### src/rtl/hfosc_seq_pkg.sv
// Shared definitions for the HF oscillator sequencer: state encodings,
// counter width and the power-cycle counter saturation helper.
package hfosc_seq_pkg;

   localparam int CNT_W = 8;
   localparam int PC_W  = 16;

   localparam logic [PC_W-1:0] PC_SAT = 16'hFFFF;

   typedef enum logic [2:0] {
      ST_OFF     = 3'd0,
      ST_SETTLE  = 3'd1,
      ST_STANDBY = 3'd2,
      ST_ON      = 3'd3,
      ST_GATE    = 3'd4
   } hf_state_t;

   // Increment that sticks at the top value instead of wrapping to zero.
   function automatic logic [PC_W-1:0] sat_inc(input logic [PC_W-1:0] v);
      return (v == PC_SAT) ? v : v + {{(PC_W-1){1'b0}}, 1'b1};
   endfunction

endpackage

### src/rtl/hfosc_seq_if.sv
// PMU clock-request interface plus the oscillator pin / status outputs.
// master = PMU side (drives requests), slave = sequencer.
interface hfosc_seq_if;
   import hfosc_seq_pkg::*;

   logic            clkhf_powerup_req;
   logic            clkhf_enable_req;
   logic            hf_pu;
   logic            hf_en;
   logic            hf_ready;
   logic            seq_busy;
   logic [PC_W-1:0] power_cycles;

   modport master (
      output clkhf_powerup_req,
      output clkhf_enable_req,
      input  hf_pu,
      input  hf_en,
      input  hf_ready,
      input  seq_busy,
      input  power_cycles
   );

   modport slave (
      input  clkhf_powerup_req,
      input  clkhf_enable_req,
      output hf_pu,
      output hf_en,
      output hf_ready,
      output seq_busy,
      output power_cycles
   );

endinterface

### src/rtl/hfosc_seq_req_sync.sv
// Multi-flop synchroniser for one asynchronous request level.
module req_sync #(
   parameter int STAGES = 2
) (
   input  logic clk,
   input  logic reset,
   input  logic req_async,
   output logic req_s
);

   logic [STAGES-1:0] chain_q;
   logic [STAGES-1:0] chain_d;

   // Shift the raw level in at the bottom of the chain.
   always_comb begin
      chain_d = {chain_q[STAGES-2:0], req_async};
   end

   // Chain flops, cleared by reset.
   always_ff @(posedge clk) begin
      if (reset) chain_q <= '0;
      else       chain_q <= chain_d;
   end

   assign req_s = chain_q[STAGES-1];

endmodule

### src/rtl/hfosc_seq.sv
// HF oscillator power sequencer. Consumes synchronised powerup/enable
// request levels and drives CLKHFPU / CLKHFEN with an enforced settle time
// before enable and an enable-off-before-power-down delay.
//
// state   | meaning
// --------+---------------------------------------------------------
// OFF     | oscillator unpowered, all outputs low
// SETTLE  | powered, waiting SETTLE_CYCLES before enable is allowed
// STANDBY | powered and settled, clock gated off
// ON      | powered, enabled, hf_ready high
// GATE    | enable removed, waiting OFF_DELAY before power-down
module hfosc_seq
   import hfosc_seq_pkg::*;
#(
   parameter int SETTLE_CYCLES = 4,
   parameter int OFF_DELAY     = 2,
   parameter int SYNC_STAGES   = 2
) (
   input  logic        clk,
   input  logic        reset,
   hfosc_seq_if.slave  bus
);

   localparam logic [CNT_W-1:0] SETTLE_LOAD = CNT_W'(SETTLE_CYCLES - 1);
   localparam logic [CNT_W-1:0] OFF_LOAD    = CNT_W'(OFF_DELAY - 1);
   localparam logic [CNT_W-1:0] CNT_ONE     = CNT_W'(1);

   logic pu_s;
   logic en_s;
   logic en_eff;

   hf_state_t       state_q, state_d;
   logic [CNT_W-1:0] cnt_q, cnt_d;
   logic [PC_W-1:0]  pc_q, pc_d;
   logic             hf_pu_q, hf_pu_d;
   logic             hf_en_q, hf_en_d;
   logic             hf_ready_q, hf_ready_d;
   logic             busy_q, busy_d;

   req_sync #(.STAGES(SYNC_STAGES)) u_sync_pu (
      .clk       (clk),
      .reset     (reset),
      .req_async (bus.clkhf_powerup_req),
      .req_s     (pu_s)
   );

   req_sync #(.STAGES(SYNC_STAGES)) u_sync_en (
      .clk       (clk),
      .reset     (reset),
      .req_async (bus.clkhf_enable_req),
      .req_s     (en_s)
   );

   // An enable request only counts while powerup is also requested.
   assign en_eff = en_s & pu_s;

   // Next state, counter and power-cycle count; outputs decoded from the
   // next state so every pin is a flop and changes on the state edge.
   always_comb begin
      state_d = state_q;
      cnt_d   = cnt_q;
      pc_d    = pc_q;

      unique case (state_q)
         ST_OFF: begin
            if (pu_s) begin
               state_d = ST_SETTLE;
               cnt_d   = SETTLE_LOAD;
               pc_d    = sat_inc(pc_q);
            end
         end
         ST_SETTLE: begin
            if (!pu_s) begin
               state_d = ST_OFF;
               cnt_d   = '0;
            end else if (cnt_q == '0) begin
               state_d = en_eff ? ST_ON : ST_STANDBY;
            end else begin
               cnt_d = cnt_q - CNT_ONE;
            end
         end
         ST_STANDBY: begin
            if (!pu_s) begin
               state_d = ST_GATE;
               cnt_d   = OFF_LOAD;
            end else if (en_eff) begin
               state_d = ST_ON;
            end
         end
         ST_ON: begin
            // Powerup drop wins over a simultaneous enable drop.
            if (!pu_s) begin
               state_d = ST_GATE;
               cnt_d   = OFF_LOAD;
            end else if (!en_eff) begin
               state_d = ST_STANDBY;
            end
         end
         ST_GATE: begin
            // Oscillator is still settled here, so a re-request skips SETTLE.
            if (pu_s) begin
               state_d = ST_STANDBY;
               cnt_d   = '0;
            end else if (cnt_q == '0) begin
               state_d = ST_OFF;
            end else begin
               cnt_d = cnt_q - CNT_ONE;
            end
         end
         default: begin
            state_d = ST_OFF;
            cnt_d   = '0;
         end
      endcase

      hf_pu_d    = (state_d != ST_OFF);
      hf_en_d    = (state_d == ST_ON);
      hf_ready_d = (state_d == ST_ON);
      busy_d     = (state_d == ST_SETTLE) || (state_d == ST_GATE);
   end

   // State, counters and registered outputs; reset wins in any state.
   always_ff @(posedge clk) begin
      if (reset) begin
         state_q    <= ST_OFF;
         cnt_q      <= '0;
         pc_q       <= '0;
         hf_pu_q    <= 1'b0;
         hf_en_q    <= 1'b0;
         hf_ready_q <= 1'b0;
         busy_q     <= 1'b0;
      end else begin
         state_q    <= state_d;
         cnt_q      <= cnt_d;
         pc_q       <= pc_d;
         hf_pu_q    <= hf_pu_d;
         hf_en_q    <= hf_en_d;
         hf_ready_q <= hf_ready_d;
         busy_q     <= busy_d;
      end
   end

   assign bus.hf_pu        = hf_pu_q;
   assign bus.hf_en        = hf_en_q;
   assign bus.hf_ready     = hf_ready_q;
   assign bus.seq_busy     = busy_q;
   assign bus.power_cycles = pc_q;

endmodule

### src/flat_wrapper.sv
// flat-port wrapper written by rule: the top's interface ports become plain ports
module hfosc_seq_flat import hfosc_seq_pkg::*;
#(
   parameter int SETTLE_CYCLES = 4,
   parameter int OFF_DELAY     = 2,
   parameter int SYNC_STAGES   = 2
)
  (clk, reset, bus_clkhf_powerup_req, bus_clkhf_enable_req, bus_hf_pu, bus_hf_en, bus_hf_ready, bus_seq_busy, bus_power_cycles);
  hfosc_seq_if bus_i ();
  input  logic clk;
  input  logic reset;
  input wire logic [$bits(bus_i.clkhf_powerup_req)-1:0] bus_clkhf_powerup_req;
  input wire logic [$bits(bus_i.clkhf_enable_req)-1:0] bus_clkhf_enable_req;
  output wire logic [$bits(bus_i.hf_pu)-1:0] bus_hf_pu;
  output wire logic [$bits(bus_i.hf_en)-1:0] bus_hf_en;
  output wire logic [$bits(bus_i.hf_ready)-1:0] bus_hf_ready;
  output wire logic [$bits(bus_i.seq_busy)-1:0] bus_seq_busy;
  output wire logic [$bits(bus_i.power_cycles)-1:0] bus_power_cycles;
  assign bus_i.clkhf_powerup_req = bus_clkhf_powerup_req;
  assign bus_i.clkhf_enable_req = bus_clkhf_enable_req;
  assign bus_hf_pu = bus_i.hf_pu;
  assign bus_hf_en = bus_i.hf_en;
  assign bus_hf_ready = bus_i.hf_ready;
  assign bus_seq_busy = bus_i.seq_busy;
  assign bus_power_cycles = bus_i.power_cycles;
  hfosc_seq #(.SETTLE_CYCLES(SETTLE_CYCLES), .OFF_DELAY(OFF_DELAY), .SYNC_STAGES(SYNC_STAGES)) u_core (.clk(clk), .reset(reset), .bus(bus_i));
endmodule
### config.mk
export PLATFORM = sky130hd
export DESIGN_NAME = hfosc_seq_flat
export DESIGN_NICKNAME = d
export VERILOG_FILES = /design/src/rtl/hfosc_seq_pkg.sv /design/src/rtl/hfosc_seq_if.sv /design/src/rtl/hfosc_seq_req_sync.sv /design/src/rtl/hfosc_seq.sv /design/src/flat_wrapper.sv
export SDC_FILE = /design/constraint.sdc
export NUM_CORES = 1
export LEC_CHECK = 0
export CORE_ASPECT_RATIO = 0.5
export CORE_MARGIN = 2
export CORE_UTILIZATION = 58
export DETAILED_ROUTE_END_ITERATION = 7
export PLACE_DENSITY = 0.83
export SYNTH_ARGS = -nofsm -noshare
export SYNTH_HDL_FRONTEND = slang
export SYNTH_SLANG_ARGS = --single-unit
### constraint.sdc
create_clock -name clk -period 3.55 [get_ports clk]
set_input_delay 0.5325 -clock clk [delete_from_list [all_inputs] [get_ports clk]]
set_output_delay 0.5325 -clock clk [all_outputs]
set_load 0.1 [all_outputs]
==> impl_summary.txt <==
----------------------------------------------------
[Clock tree]
  CTS Root Cell ... sky130_fd_sc_hd__clkbuf_8
  Clock Sinks ... 34
  Worst skew pair latency ... ~300 ps
  Max Buffers Root-to-Sink ... 2
  Clock tree from TritonCTS ... built
  H-tree depth reported by CTS ... 2
  Gates resized, CTS repair ... 0
  Clock transition at the registers of the reported paths ... 60 ps
  CTS Buf Count ... 5
  # hold bufs at CTS ... 0
  Post-CTS Repair Setup Buffers ... 0

[Yosys]
  Post-Synthesis Cells ... 210
  Sequential fraction of the synthesis area ... ~38%
  Synth Net Count ... around 220
  Avg Inst Size Synth ... ~8.6 um2
  Most used flip-flop cell after synthesis ... sky130_fd_sc_hd__dfxtp_1
  Mapped Area ... roughly 1800 um2
  Number of warning messages in the yosys log ... 0
  Async set-reset flop share out of synthesis ... 0%
  Flops & latches, synth ... 34
  Number of flops mapped to enable cells by yosys ... 0
  Count of cell types in the netlist ... 43

[Finish]
  # nets final ... 240
  N_diodes ... 0
  Non-filler cells, final ... around 270
  Number of fillers in the final layout ... around 240
  Share of layout cells above drive strength 1 ... around 9%
  Signed area change from the synthesized netlist to the final layout ... 17.6%

[STA]
  RSZ-0062 raised after global routing ... false
  Max Clock Freq ... between 400 and 500 MHz
  Endpoints failing hold ... 0
  Setup_tns ... 0 ps
  Number of endpoints failing setup at the final stage ... 0
  Max-Slew Margin vs Limit ... between 30% and 40%
  Period utilization ... about 70%
  Worst slew pin tran ... between 1000 and 1500 ps
  Smallest hold slack ... 437 ps
  Worst Clk Skew ... about 12 ps
  Number of max-slew violations in the final report ... 0
  Period minus WS final ... 2470 ps

[Die]
  Initial core utilization ... between 60 and 70%
  Die area ... 3600 um2
  Core region area ... 2980 um2
  Vertical die dimension ... about 43 um
  Die outline width ... between 80 and 90 um
  I/O Pins ... 24
  Count of standard-cell rows ... 14

[Critical path]
  Crit path launch type ... flip-flop
  Ordered cell list for the critical path ... clkdlybuf4s50_1
  Top delay family on crit path ... buffers and inverters
  Path type of the worst setup path ... flip-flop to output port
  Worst Path Buf+Inv ... 1
  Data arrival, critical path ... roughly 1900 ps
  Critical path capture point type ... output port
  Crit path max-delay cell type ... sky130_fd_sc_hd__clkdlybuf4s50_1
  Stage delay of the slowest cell on the critical path ... around 1200 ps
  Peak fanout along the critical path ... 7
  Worst endpoint required time ... 3020 ps

[Routing]
  Post-DRT Antenna Nets ... 0
  Detailed Route WL ... 4.08 mm
  Via total after detailed routing ... about 1,700
  Routed wire per std cell ... ~15 um
  Detail-routed via count per cell ... between 6 and 7
  Drt drc ... 0
  DRC marker count from the first detailed-route iteration ... 130
  Drt pass-1 iters ... 4

[Power]
  P per Cell Area ... 383 nW/um2
  Fraction of power consumed by sequential logic ... roughly half
  Comb pwr share ... around 16%
  Internal power component ... 577 uW
  Fraction of power spent switching nets ... roughly 29%
  Leak Pwr ... approximately 0.74 nW
  Clock power share ... 33.9%
  Maximum resistive drop on vdd ... ~230 uV
  Switching power ... about 240 uW

[Place]
  Routability cong. ... around 0.88
  Port bufs ... 23
  Placed insts ... between 200 and 300
  Estimated wirelength of the detail-placed design ... between 2 and 3 mm

[GRT]
  Number of antenna violations at the first check in global routing ... 0
  Global-route wire length before repair ... between 6 and 7 mm
  Overflow left after global routing ... 0
  Vias in the first global route ... 1,561
  Largest net degree at the start of global routing ... 15
  Global-route usage over all layers ... around a quarter

[Run status]
  Result of the run ... finished, final reports clean

[Hold path]
  Class of the tightest hold or removal check ... flip-flop to flip-flop

[Run]
  Max-capacitance violation count ... 0

----------------------------------------------------
## cell usage in the layout (no fill, tap or decap), types with 2 or more instances in the layout
master,Yosys,final
sky130_fd_sc_hd__buf_4,2,4
sky130_fd_sc_hd__nand4_1,6,6
sky130_fd_sc_hd__or4_1,11,11
sky130_fd_sc_hd__nor2_1,13,13
sky130_fd_sc_hd__nand2b_1,2,2
sky130_fd_sc_hd__nor4_1,2,2
sky130_fd_sc_hd__mux2_2,5,5
sky130_fd_sc_hd__clkdlybuf4s50_1,0,23
sky130_fd_sc_hd__nand4_2,2,2
sky130_fd_sc_hd__o41ai_1,2,2
sky130_fd_sc_hd__a21boi_0,2,2
sky130_fd_sc_hd__a31oi_1,2,2
sky130_fd_sc_hd__a22oi_1,6,6
sky130_fd_sc_hd__o31ai_1,10,10
sky130_fd_sc_hd__ha_1,3,3
sky130_fd_sc_hd__or3_1,5,5
sky130_fd_sc_hd__inv_1,10,10
sky130_fd_sc_hd__nor2b_1,12,12
sky130_fd_sc_hd__nand3_1,8,8
sky130_fd_sc_hd__dfxtp_1,34,34
sky130_fd_sc_hd__nand2_1,14,14
sky130_fd_sc_hd__clkbuf_1,6,2
sky130_fd_sc_hd__a21oi_1,18,18
sky130_fd_sc_hd__o211ai_1,3,3
sky130_fd_sc_hd__clkbuf_8,0,5
sky130_fd_sc_hd__o21ai_0,8,8
sky130_fd_sc_hd__and4_1,3,3
sky130_fd_sc_hd__nor3_1,3,3
## cell type report
cell class	instances	area, um2	area share, %
clock buffer	7	76.3	3.60
inverter	10	37.5	1.77
multi-input combinational	155	1020	47.9
sequential	34	681	32.1
tap	40	50.0	2.36
timing repair buffer	27	260	12.3
## per-stage QoR
stage          area, um2  utilization [%]  power (mW)  setup slack, ps
2_1_floorplan       1800                -       0.510              990
3_3_place_gp        2050             68.7       0.538             1250
3_5_place_dp        2050             68.7       0.545             1150
4_1_cts             2120             71.3       0.813             1070
5_1_grt             2120             71.3       0.849              958
6_report            2120             71.3       0.813             1080
## flip-flops by register name, indices dropped and copies added (netlist names)
register                  count
u_core.u_sync_pu.chain_q      2
u_core.state_q                3
u_core.u_sync_en.chain_q      2
u_core.bus.hf_ready           1
u_core.cnt_q                  8
u_core.bus.power_cycles      16
u_core.bus.seq_busy           1
u_core.bus.hf_pu              1
## path summary, 6_finish.rpt
path,depth (start not counted),end,slack [ps],start
hold reg to reg,2,u_core.bus.hf_ready,440,u_core.u_sync_en.chain_q[1]
hold / removal,2,u_core.bus.hf_ready,440,u_core.u_sync_en.chain_q[1]
setup / recovery,1,bus_power_cycles[7],1080,u_core.bus.power_cycles[7]
setup reg to reg,6,u_core.bus.power_cycles[0],1100,u_core.bus.power_cycles[0]
## power by group through the flow
stage | sequential [mW] | clock, mW | combinational [mW]
after floorplan | 0.425 | 0 | 0.0851
after global placement | 0.415 | 0 | 0.123
after detailed placement | 0.416 | 0 | 0.129
after CTS | 0.408 | 0.277 | 0.129
after global routing | 0.410 | 0.297 | 0.143
final | 0.408 | 0.275 | 0.129
## logic make-up after synthesis
group	share of synthesized area [%]
DFF	37.7
muxes	3.68
buffers and inverters	5.89
and+or+nand+nor	29.8
AOI/OAI and AO/OA	20.8
adders and majority gates	2.08
## cell usage after synthesis (5+ instances only)
master                     number  area share (%)
sky130_fd_sc_hd__nand3_1        8             2.2
sky130_fd_sc_hd__a22oi_1        6             2.5
sky130_fd_sc_hd__inv_1         10             2.1
sky130_fd_sc_hd__dfxtp_1       34              38
sky130_fd_sc_hd__o31ai_1       10             4.2
sky130_fd_sc_hd__nand2_1       14             2.9
sky130_fd_sc_hd__nor2_1        13             2.7
sky130_fd_sc_hd__or3_1          5             1.7
sky130_fd_sc_hd__nor2b_1       12             4.2
sky130_fd_sc_hd__o21ai_0        8             2.2
sky130_fd_sc_hd__a21oi_1       18             5.0
sky130_fd_sc_hd__clkbuf_1       6             1.2
sky130_fd_sc_hd__mux2_2         5             3.1
sky130_fd_sc_hd__or4_1         11             4.6
sky130_fd_sc_hd__nand4_1        6             2.1
## routing by layer
metal,global-route usage (%),vias up,routed length [um]
met2,41.1,57,1940
met3,6.86,9,247
li1,-,838,-
met1,27.1,814,1830
met5,0,-,0
met4,12.5,0,70
(Power assumes the default switching activity.)
==> edit 1, RTL diff (config.mk and constraints unchanged) <==
The package constant `PC_W` goes from 16 to 32.
--- a/src/rtl/hfosc_seq_pkg.sv
+++ b/src/rtl/hfosc_seq_pkg.sv
@@ -3,7 +3,7 @@
 package hfosc_seq_pkg;
 
    localparam int CNT_W = 8;
-   localparam int PC_W  = 16;
+   localparam int PC_W  = 32;
 
    localparam logic [PC_W-1:0] PC_SAT = 16'hFFFF;
 
Interface: changed (resized bus_power_cycles); port bits go from 24 to 40. No check against the original RTL was run, so the function may have changed too.
==> edit 1 against the unedited design <==
  * Critical path depth grew 4
  * Cell area increased by 40%
  * Core utilization increased by 3.1 points
  * Sequential cell count increased by 16
  * Final cell count is 40% higher
  * Total power is 28% higher
  * Clock skew shrank 6.5 ps
  * First-iteration DRC count down 32%
  * Worst setup slack worse by 160 ps
  * Wire length increased by 35%
  * Critical path type is now reg2reg
  * Combinational power is 10% lower
  * Synthesized area increased by 38%
==> edit 1: results (changes against the unedited design) <==
WL final=5.49 mm (+35%); worst stage delay on the critical path=740 ps (-450 ps); clock slew at reported path FFs=90 ps (+30 ps); root buffer cell=clkbuf_8; top post-synthesis cells by area=dfxtp_1 40%, nor2_1 6.9%, xor2_1 4.9%; max reg flops=32 (+16); Post-Syn Nets=299 (+38%); R2R setup slack=910 ps (-190 ps); Post-DP Area=2890 um2 (+41%); 1st-iter DRT viols=88 (-32%); Critical-path top delay cell=nor4_1; vias in the first global route=1955 (+25%); post-CTS sizing=0 (unchanged); pin count of the biggest net entering global routing=19 (+4); port bufs=39 (+70%); ys async rst share=0 (unchanged); share of layout cells above drive strength 1=0.0640 (-0.0261); first-pass GRT wire length=9.18 mm (+36%); drt first pass iters=4 (unchanged); top post-synthesis cells by count=50 x dfxtp_1, 46 x nor2_1, 14 x nand2_1, 14 x xor2_1; Synth Warn #=0 (unchanged); Setup Skew=5.98 ps (-6.50 ps); Synth cell types=44 (+2.3%); vias per cell=5.85 (-7.0%); Static Leak=1.07 nW (+45%); DP HPWL=3.88 mm (+36%); initial antenna violation count=0 (unchanged); ys flop type=dfxtp_1; GRT Total Usage=0.241 (+0.00604); Rel. slew slack=0.332 (+0.0135); fill count=315 (+29%); Seq/Total Area, Yosys=0.403 (+0.0256); crit-path max FO=16 (+9); clk buf depth=2 (unchanged); status=complete, no violations; CP arrival=2830 ps (+890 ps); dominant cell by count in the synthesized netlist=dfxtp_1; GP Congestion=0.855 (-2.4%); Layout Nets=334 (+39%); clk_lat worst skew=300 ps (about the same); maximum vdd drop=0.000201 V (-14%); hold slack=460 ps (+22.7 ps)
[edit 1: kinds of logic (layout without fill, tap and decap cells)]
logic type | Yosys count | in the layout | share of synthesized area
AOI/OAI and AO/OA | 48 | 48 | 0.128
xor gates and xnor gates | 21 | 21 | 0.0740
adders and majority gates | 3 | 3 | 0.0151
buffers and inverters | 25 | 61 | 0.0473
DFF | 50 | 50 | 0.403
muxes | 9 | 9 | 0.0393
and+or+nand+nor | 136 | 136 | 0.293
[edit 1: worst paths after layout]
kind	startpoint	end	depth (start not counted)
max reg2reg	u_core.bus.power_cycles[25]	u_core.bus.power_cycles[0]	5
max	u_core.bus.power_cycles[25]	u_core.bus.power_cycles[0]	5
min	u_core.u_sync_pu.chain_q[0]	u_core.u_sync_pu.chain_q[1]	1
min reg2reg	u_core.u_sync_pu.chain_q[0]	u_core.u_sync_pu.chain_q[1]	1
[edit 1: where the power goes]
group          total (mW)  internal (mW)  switching, mW  leakage [nW]
clock               0.337          0.158          0.179        0.0482
combinational       0.116         0.0444         0.0718         0.621
sequential          0.589          0.574         0.0145         0.405
total                1.04          0.776          0.265          1.07
[edit 1: per-stage QoR]
stage	instances	setup WS, ps	total power [mW]
6_report	382	914	1.04
3_3_place_gp	374	1050	0.712
4_1_cts	382	984	1.05
2_1_floorplan	292	677	0.694
3_5_place_dp	374	1020	0.717
5_1_grt	382	705	1.09
[edit 1: layout make-up]
cell class	count	area, um2	share of cell area
multi-input cells	217	1370	0.459
flip-flops and latches	50	1000	0.336
repair buffers	41	405	0.136
clock buffers	7	86.3	0.0290
well taps	54	67.6	0.0227
inverters	12	45.0	0.0151
clock inverters	1	5.00	0.00168
[edit 1: worst max-delay path: cells and delay by family (launching register included)]
kind | cells | cell delay (ps)
and+or+nand+nor | 4 | 1870
DFF | 1 | 350
muxes | 1 | 310
[edit 1: per-layer routing]
metal	vias to the layer above	GRT usage	routed length (um)
li1	1116	-	-
met1	1055	0.326	2640
met2	63	0.396	2590
met3	2	0.0586	244
met4	0	0.0493	21
met5	-	0	0
==> edit 2, RTL diff (same settings) <==
Without the edit above. Encoding of `hf_state_t`: now one-hot (5 bits for 5 states).
--- a/src/rtl/hfosc_seq_pkg.sv
+++ b/src/rtl/hfosc_seq_pkg.sv
@@ -7,12 +7,12 @@
 
    localparam logic [PC_W-1:0] PC_SAT = 16'hFFFF;
 
-   typedef enum logic [2:0] {
-      ST_OFF     = 3'd0,
-      ST_SETTLE  = 3'd1,
-      ST_STANDBY = 3'd2,
-      ST_ON      = 3'd3,
-      ST_GATE    = 3'd4
+   typedef enum logic [4:0] {
+      ST_OFF     = 5'b00001,
+      ST_SETTLE  = 5'b00010,
+      ST_STANDBY = 5'b00100,
+      ST_ON      = 5'b01000,
+      ST_GATE    = 5'b10000
    } hf_state_t;
 
    // Increment that sticks at the top value instead of wrapping to zero.
Check against the original RTL: no difference found for any inputs over 10 cycles, from zero or initial values and one cycle with reset high; not proved beyond that.
==> edit 2 against the unedited design <==
  * Synthesized area grew 13%
  * Total power is 0.93% higher
  * Sequential cell count up 2
  * Register-to-register slack better by 140 ps
  * Cell area grew 10%
  * Die area grew 12%
  * Sequential power increased by 3%
  * Count of clock-buffer cells in the layout down 1
  * Worst setup slack better by 17 ps
  * Global-route usage decreased by 1.8 points
  * Non-clock buffer count shrank 3
  * Clock power grew 9.1%
  * Wire length grew 4.5%
  * Critical endpoint is now bus_power_cycles[10]
==> edit 2: results (changes against the unedited design) <==
drt first pass iters=4 (unchanged); GRT Total Usage=0.217 (-0.0180); Critical-path top delay cell=clkdlybuf4s50_1; CP arrival=1920 ps (-20 ps); worst stage delay on the critical path=1190 ps (about the same); Synth Warn #=0 (unchanged); worst hold path type=reg2reg; WL per Instance=14.4 um (-3.7%); Synth cell types=57 (+33%); share of layout cells above drive strength 1=0.110 (+0.0201); ys flop type=dfxtp_1; status=complete, no violations; crit-path max FO=8 (+1); initial antenna violation count=0 (unchanged); ys async rst share=0 (unchanged); vias per cell=6.18 (-1.8%); Hold Crit Start=u_core.u_sync_pu.chain_q[0]; top post-synthesis cells by area=dfxtp_1 35%, a21oi_1 4.2%, nor2b_1 3.7%; clk_lat worst skew=290 ps; fill count=268 (+9.8%); Layout Nets=250 (+4.2%); vias in the first global route=1476 (-5.4%); Static Leak=0.782 nW (+5.4%); DP HPWL=2.91 mm (+2.2%); first-pass GRT wire length=6.66 mm (-1.1%); Crit Reg-Reg Startpoint=u_core.state_q[4]; pin count of the biggest net entering global routing=22 (+7); Top Family by Delay on Critical Path=buffers and inverters; CTS H-tree depth=2 (unchanged); Reg2Reg Depth=4 (-2); Final WS setup=1090 ps (+16.8 ps); root buffer cell=clkbuf_8; R2R setup slack=1240 ps (+140 ps); GP Congestion=0.780 (-11%); worst hold path cell count=1 (-1); Post-DP Area=2240 um2 (+9.7%); max reg flops=16 (unchanged); post-place setup slack=1270 ps (+113 ps); R2R Path End=u_core.cnt_q[6]; maximum vdd drop=0.000199 V (-15%); n_diodes=0 (unchanged); post-CTS sizing=0 (unchanged); top post-synthesis cells by count=36 x dfxtp_1, 17 x a21oi_1, 13 x nand2_1; clock slew at reported path FFs=70 ps; CTS Buf Count=5 (unchanged); port bufs=23 (unchanged); clk buf depth=2 (unchanged); Post-CTS Repair Setup Buffers=0 (unchanged); Crit. Startpoint=u_core.bus.power_cycles[10]; CP Capture Point=bus_power_cycles[10]; worst hold endpoint=u_core.u_sync_pu.chain_q[1]; Rel. slew slack=0.348 (+0.0292); Seq/Total Area, Yosys=0.353 (-0.0243); 1st-iter DRT viols=119 (-8.5%); Setup Skew=8.19 ps (-4.29 ps)
edit 2: layer usage:
| metal | GRT usage | vias up | wire length (um) |
|---|---|---|---|
| li1 | - | 907 | - |
| met1 | 0.302 | 867 | 2050 |
| met2 | 0.329 | 51 | 1960 |
| met3 | 0.0562 | 5 | 224 |
| met4 | 0.0800 | 0 | 33 |
| met5 | 0 | - | 0 |
edit 2: cell type report:
type                    instances  area [um2]  area share
multi-input cells             169        1190       0.510
flip-flops and latches         36         721       0.309
repair buffers                 24         238       0.102
clock buffers                   6        82.6      0.0354
well taps                      51        63.8      0.0273
inverters                       8        30.0      0.0129
clock inverters                 2        10.0     0.00428
edit 2: per-stage QoR:
step,hold slack (ps),total power [mW],util,std cells
floorplan,414,0.510,-,226
global placement,420,0.526,0.660,288
detailed placement,430,0.528,0.660,288
CTS,447,0.827,0.688,296
global route,466,0.855,0.688,296
finish,448,0.821,0.688,296
edit 2: logic make-up (layout without fill, tap and decap cells):
| kind of cell | after synthesis | after routing | synth area share |
|---|---|---|---|
| muxes | 6 | 6 | 0.0325 |
| DFF | 36 | 36 | 0.353 |
| buffers and inverters | 21 | 40 | 0.0637 |
| AOI/OAI and AO/OA | 64 | 64 | 0.225 |
| and+or+nand+nor | 95 | 95 | 0.305 |
| adders and majority gates | 2 | 2 | 0.0123 |
| xor gates and xnor gates | 2 | 2 | 0.00858 |
edit 2: report_power, final:
| part | total [mW] | internal, mW | switching (mW) |
|---|---|---|---|
| Clock | 0.300 | 0.155 | 0.145 |
| Combinational | 0.100 | 0.0347 | 0.0653 |
| Sequential | 0.421 | 0.412 | 0.00918 |
| Total | 0.821 | 0.601 | 0.219 |
